## src/rtl/tug_match_ctrl.sv

```systemverilog
// tug_match_ctrl: two-player tug-of-war round/match controller, stepped by an internal game-tick enable.
// Optional macro TUG_DEADBAND_EN: the rope only moves when one player leads by more than MARGIN.
module tug_match_ctrl #(
    parameter int W         = 12,
    parameter int TRACK     = 15,
    parameter int TICK_DIV  = 8388608,
    parameter int COUNTDOWN = 3,
    parameter int MARGIN    = 16,
    parameter int WINS      = 2
) (
    input  logic                             clk,
    input  logic                             reset,
    input  logic                             start,
    input  logic [W-1:0]                     p1data,
    input  logic [W-1:0]                     p2data,
    output logic [2:0]                       phase,
    output logic [$clog2(COUNTDOWN+1)-1:0]   count,
    output logic [$clog2(TRACK)-1:0]         pos,
    output logic [1:0]                       winner,
    output logic [$clog2(WINS+1)-1:0]        p1_score,
    output logic [$clog2(WINS+1)-1:0]        p2_score,
    output logic                             tick
);

    localparam int TDW = $clog2(TICK_DIV);
    localparam int CW  = $clog2(COUNTDOWN + 1);
    localparam int PW  = $clog2(TRACK);
    localparam int SW  = $clog2(WINS + 1);

    localparam logic [TDW-1:0] TICK_LAST = TDW'(TICK_DIV - 1);
    localparam logic [CW-1:0]  CSTART    = CW'(COUNTDOWN);
    localparam logic [PW-1:0]  CENTER    = PW'((TRACK - 1) / 2);
    localparam logic [PW-1:0]  LAST      = PW'(TRACK - 1);
    localparam logic [SW-1:0]  SMAX      = SW'(WINS);

    generate
        if (TRACK < 5 || (TRACK % 2) == 0 || TICK_DIV < 2 || COUNTDOWN < 1 ||
            WINS < 1 || MARGIN < 0) begin : g_bad_params
            $error("tug_match_ctrl: illegal parameter combination");
        end
    endgenerate

    typedef enum logic [2:0] {
        ST_IDLE      = 3'd0,
        ST_COUNT     = 3'd1,
        ST_GO        = 3'd2,
        ST_PLAY      = 3'd3,
        ST_ROUND_END = 3'd4,
        ST_MATCH_END = 3'd5
    } state_t;

    state_t          state, state_n;
    logic [TDW-1:0]  tick_cnt;
    logic            start_pend;
    logic            go;
    logic [CW-1:0]   count_q, count_n;
    logic [PW-1:0]   pos_q, pos_n;
    logic [1:0]      winner_q, winner_n;
    logic [SW-1:0]   s1_q, s1_n, s2_q, s2_n;
    logic            step_up, step_dn;
    logic            match_won;

    assign tick     = (tick_cnt == TICK_LAST);
    assign go       = start_pend | start;
    assign phase    = state;
    assign count    = count_q;
    assign pos      = pos_q;
    assign winner   = winner_q;
    assign p1_score = s1_q;
    assign p2_score = s2_q;

`ifdef TUG_DEADBAND_EN
    localparam logic [W:0] MARG = (W+1)'(MARGIN);
    logic [W:0] p1x, p2x;
    assign p1x     = {1'b0, p1data};
    assign p2x     = {1'b0, p2data};
    assign step_up = p1x > (p2x + MARG);
    assign step_dn = p2x > (p1x + MARG);
`else
    // A tie pulls toward player 2.
    assign step_up = p1data > p2data;
    assign step_dn = ~step_up;
`endif

    assign match_won = (winner_q == 2'd1) ? (s1_q == SMAX) : (s2_q == SMAX);

    always_ff @(posedge clk or posedge reset) begin
        if (reset) begin
            tick_cnt   <= '0;
            start_pend <= 1'b0;
        end else begin
            tick_cnt   <= tick ? '0 : tick_cnt + TDW'(1);
            // Every tick consumes (or discards) the pending request, including a same-cycle start.
            start_pend <= tick ? 1'b0 : (start_pend | start);
        end
    end

    always_ff @(posedge clk or posedge reset) begin
        if (reset) begin
            state    <= ST_IDLE;
            count_q  <= '0;
            pos_q    <= CENTER;
            winner_q <= 2'd0;
            s1_q     <= '0;
            s2_q     <= '0;
        end else begin
            state    <= state_n;
            count_q  <= count_n;
            pos_q    <= pos_n;
            winner_q <= winner_n;
            s1_q     <= s1_n;
            s2_q     <= s2_n;
        end
    end

    always_comb begin
        state_n  = state;
        count_n  = count_q;
        pos_n    = pos_q;
        winner_n = winner_q;
        s1_n     = s1_q;
        s2_n     = s2_q;
        if (tick) begin
            case (state)
                ST_IDLE: begin
                    pos_n = CENTER;
                    if (go) begin
                        state_n = ST_COUNT;
                        count_n = CSTART;
                    end
                end
                ST_COUNT: begin
                    if (count_q <= CW'(1)) begin
                        state_n = ST_GO;
                        count_n = '0;
                    end else begin
                        count_n = count_q - CW'(1);
                    end
                end
                ST_GO: state_n = ST_PLAY;
                ST_PLAY: begin
                    if (step_up && pos_q != LAST) begin
                        pos_n = pos_q + PW'(1);
                    end else if (step_dn && pos_q != '0) begin
                        pos_n = pos_q - PW'(1);
                    end
                    if (pos_n == LAST) begin
                        if (s1_q != SMAX) s1_n = s1_q + SW'(1);
                        winner_n = 2'd1;
                        state_n  = ST_ROUND_END;
                    end else if (pos_n == '0) begin
                        if (s2_q != SMAX) s2_n = s2_q + SW'(1);
                        winner_n = 2'd2;
                        state_n  = ST_ROUND_END;
                    end
                end
                ST_ROUND_END: begin
                    if (match_won) begin
                        state_n = ST_MATCH_END;
                    end else if (go) begin
                        pos_n    = CENTER;
                        winner_n = 2'd0;
                        count_n  = CSTART;
                        state_n  = ST_COUNT;
                    end
                end
                ST_MATCH_END: begin
                    if (go) begin
                        s1_n     = '0;
                        s2_n     = '0;
                        pos_n    = CENTER;
                        winner_n = 2'd0;
                        count_n  = CSTART;
                        state_n  = ST_COUNT;
                    end
                end
                default: state_n = ST_IDLE;
            endcase
        end
    end

endmodule

```

## config.mk

```make
export PLATFORM = sky130hd
export DESIGN_NAME = tug_match_ctrl
export DESIGN_NICKNAME = d
export VERILOG_FILES = /design/src/rtl/tug_match_ctrl.sv
export SDC_FILE = /design/constraint.sdc
export NUM_CORES = 1
export LEC_CHECK = 0
export ABC_AREA = 1
export CORE_MARGIN = 5
export CORE_UTILIZATION = 54
export DETAILED_ROUTE_END_ITERATION = 7
export PLACE_DENSITY = 0.85
export SYNTH_ARGS = -nofsm -noshare
export SYNTH_HDL_FRONTEND = slang
export SYNTH_SLANG_ARGS = --single-unit
```

## constraint.sdc

```tcl
create_clock -name clk -period 2.3 [get_ports clk]
set_input_delay 0.23 -clock clk [delete_from_list [all_inputs] [get_ports clk]]
set_output_delay 0.23 -clock clk [all_outputs]
set_load 0.02 [all_outputs]
```

==> impl_metrics.ini <==
[critical_path]
path_class = reg -> reg
crit_top_cell = nand2_4
regToRegEndpoint = p2_score[0]
cp_slowest_cell = dfstp_2
rr_worst_depth = 13
end_kind = flip-flop
crit_chain = clkinvlp_4 -> ha_2 -> nand3_2 -> nand3_4 -> inv_4 -> nand2_4 -> nand2_4 -> nand2_4 -> buf_4 -> o21ai_1 -> nor2_2 -> nand4_1 -> nand2_1
reg2reg_from = pos[0]
start_kind = flip-flop
critPathArrivalTime_ns = 2.67
rrSetupSlack_ns = -0.18
slowest_delay_ns = 0.61
path_buf_inv = 3
worstPathMaxFanout = 6
required_ns = 2.49
crit_start = pos[0]
critPathTopFamily = simple AND/OR/NAND/NOR gates

[synthesis]
synth_simple_gate_area_share_pct = 34.3
yosys-top-cells-area = dfrtp_1 (33%), nand2_1 (12%), inv_1 (8.5%)
synthMuxAreaShare_pct = 0
synth_warnings = 0
synth_flop_cell = dfrtp_1
netlist_instances = 356
syn-num-nets = 401
synth_area_um2 = 2730
async_flop_share_pct = 100
yosysTopAreaCell = dfrtp_1
synth_compound_area_share_pct = 6.41
synth_common_cells = nand2_1 (84), inv_1 (62), dfrtp_1 (36)
synth_edf_count = 0
synth-xor-area-share_pct = 5.45
synth_cell_types = 38
yosysMostFrequentCell = nand2_1
synth_seq_area_share_pct = 35.9
yosys.area_share.adder_pct = 8.24
ys_seq_elements = 39
synth_top_family_by_area = simple AND/OR/NAND/NOR gates
synth.avg_cell_area_um2 = 7.68
synth_top_area_share_pct = 33.0

[clocking]
cts_tree = done
htreeDepth = 2
cts_hold_buf = 0
clock-sinks = 39
clock_latency_ns = 0.30
cts_root_buffer = clkbuf_8
path_clk_slew_ns = 0.08
cts_buffers = 5
cts_max_path_buffers = 2

[sta]
rsz0062_at_grt = yes
fin_crit_ns = 2.48
period_share_pct = 108
hold_violations = 0
clock_skew_ns = 0.00586
drv_slew = 0
fmax_ghz = 0.403
fin_hold_ws_ns = 0.403
worstMarginPinSlew_ns = 0.493
slew_headroom_pct = 67.2
setup_viol = 12
worst_slack_ns = -0.182

[cells_and_area]
multi_input_comb_area_um2 = 1920
register_area_um2 = 980
num-nets-final = 489
diodes = 0
area_growth_pct = 51.1
drive_gt1_share_pct = 36.0
num-fill-cells = 229

[outcome]
violations = negative setup slack
status = finished, violations left

[floorplan]
core-area_um2 = 4820
initial_core_util_pct = 56.7
ios = 43
die_height_um = 81.1
die_x_um = 81.1
num_rows = 25
fp.dieArea_um2 = 6580

[detailed_routing]
firstDrtPassIters = 6
drc = 0
wirelength_um = 9580
ant_nets = 0
vias_per_cell = 5.76
drt_iter0_drc = 303
vias = 2951
post_drt_wl_per_cell_um = 18.7

[grt]
grt_overflow = 0
grt_pass1_wl_um = 11300
grtUsageTotal_pct = 21.9
grt_max_degree = 40
grt_pass1_vias = 2648
antenna_found_initial = 0

[pwr]
power_density_nw_per_um2 = 372
power.leakage_nw = 2.26
max-vdd-ir-drop_uv = 382

[placed_design]
dp_hpwl_um = 4710
pre_cts_slack_ns = -0.512
gp_congestion = 0.931
port_buffers = 42

[hold_path]
hp-class = in -> async

[run]
drv_cap = 0
## per-layer routing
metal	part of all wire, %	GRT usage (%)	vias up	routed length (µm)
met3	7.0	3.99	52	674
met2	51	40.6	183	4860
met1	37	24.2	1415	3520
met5	0	0	-	0
met4	5.5	9.97	0	524
li1	-	-	1301	-
## sequential cells by signal (all words and copies together) (netlist names)
name and count:
tick_cnt 23, start_pend 1, count 2, phase 3, winner 2, p2_score 2, p1_score 2, pos 4
## worst max path at each step
stage,slack [ns],depth (start not counted),end
final,-0.18,13,p2_score[0]
after detailed placement,-0.51,22,p1_score[0]
after floorplan,0.18,14,p1_score[1]
after CTS,-0.17,14,tick
after global routing,-0.25,14,tick
after global placement,-0.34,22,p1_score[1]
## cells by family after synthesis
family | count (synthesis)
simple gates | 183
buf+inv | 71
compound gates | 28
xor+xnor | 17
fa+ha+maj | 18
flops | 39
## cell type report
| type | count | share of cell area (%) |
|---|---|---|
| repair buffers | 83 | 18.7 |
| well taps | 67 | 2.03 |
| clock inverters | 1 | 0.182 |
| flip-flops and latches | 39 | 23.7 |
| clock buffers | 7 | 2.33 |
| multi-input cells | 246 | 46.5 |
| inverters | 69 | 6.48 |
## tightest hold or removal path: stages
cell	delay [ns]
clkdlybuf4s50_1	0.41
inv_1	0.08
buf_4	0.43
## through the flow
step,instance area [µm²],utilization (%),instances,power [W],TNS (ns)
global placement,3420,71.1,489,0.000873,-3.09
CTS,3690,76.6,503,0.00143,-0.765
floorplan,2730,-,356,0.000790,0
finish,4130,85.7,512,0.00154,-1.13
detailed placement,3420,71.1,489,0.000879,-4.76
global route,4130,85.7,512,0.00158,-2.31
## layout by cell type, fill, tap and decap left out, types with 2 or more instances in the layout
| master | Yosys | routed |
|---|---|---|
| nand2_1 | 84 | 58 |
| inv_1 | 62 | 50 |
| buf_4 | 0 | 41 |
| dfrtp_1 | 36 | 36 |
| nor2_1 | 30 | 22 |
| dlymetal6s2s_1 | 0 | 20 |
| nand2_4 | 4 | 17 |
| clkdlybuf4s50_1 | 0 | 17 |
| inv_2 | 7 | 16 |
| nand2_2 | 3 | 15 |
| nand3_1 | 26 | 13 |
| xor2_1 | 12 | 12 |
| nand3_2 | 3 | 9 |
| nand3_4 | 1 | 8 |
| nor2_4 | 3 | 8 |
| a21oi_1 | 7 | 7 |
| o21ai_0 | 8 | 7 |
| ha_4 | 0 | 7 |
| ha_1 | 18 | 7 |
| clkbuf_8 | 0 | 7 |
| nand4_1 | 6 | 6 |
| nor2_2 | 3 | 6 |
| nor3_1 | 7 | 6 |
| xnor2_1 | 5 | 5 |
| ha_2 | 0 | 4 |
| nor2_8 | 3 | 3 |
| nor4_1 | 3 | 3 |
| o22ai_1 | 3 | 3 |
| o21ai_2 | 3 | 3 |
| dfstp_2 | 3 | 3 |
| inv_4 | 0 | 2 |
| clkinvlp_4 | 0 | 2 |
| nor3_4 | 1 | 2 |
| clkdlybuf4s15_1 | 0 | 2 |
## repair_timing
| item | 4_1_cts | 5_1_grt |
|---|---|---|
| pin swaps | 21 | 48 |
| endpoints found under the setup margin | 10 | 17 |
| buffers inserted | 6 | 9 |
| resized for setup | 37 | 102 |
## report_power, final
part	total, W	leakage [nW]	switching [W]	internal, W
Combinational	0.000315	1.70	0.000178	0.000136
Sequential	0.000687	0.507	0.000000888	0.000686
Clock	0.000534	0.0505	0.000261	0.000273
Power figures use the tool's default switching activity.
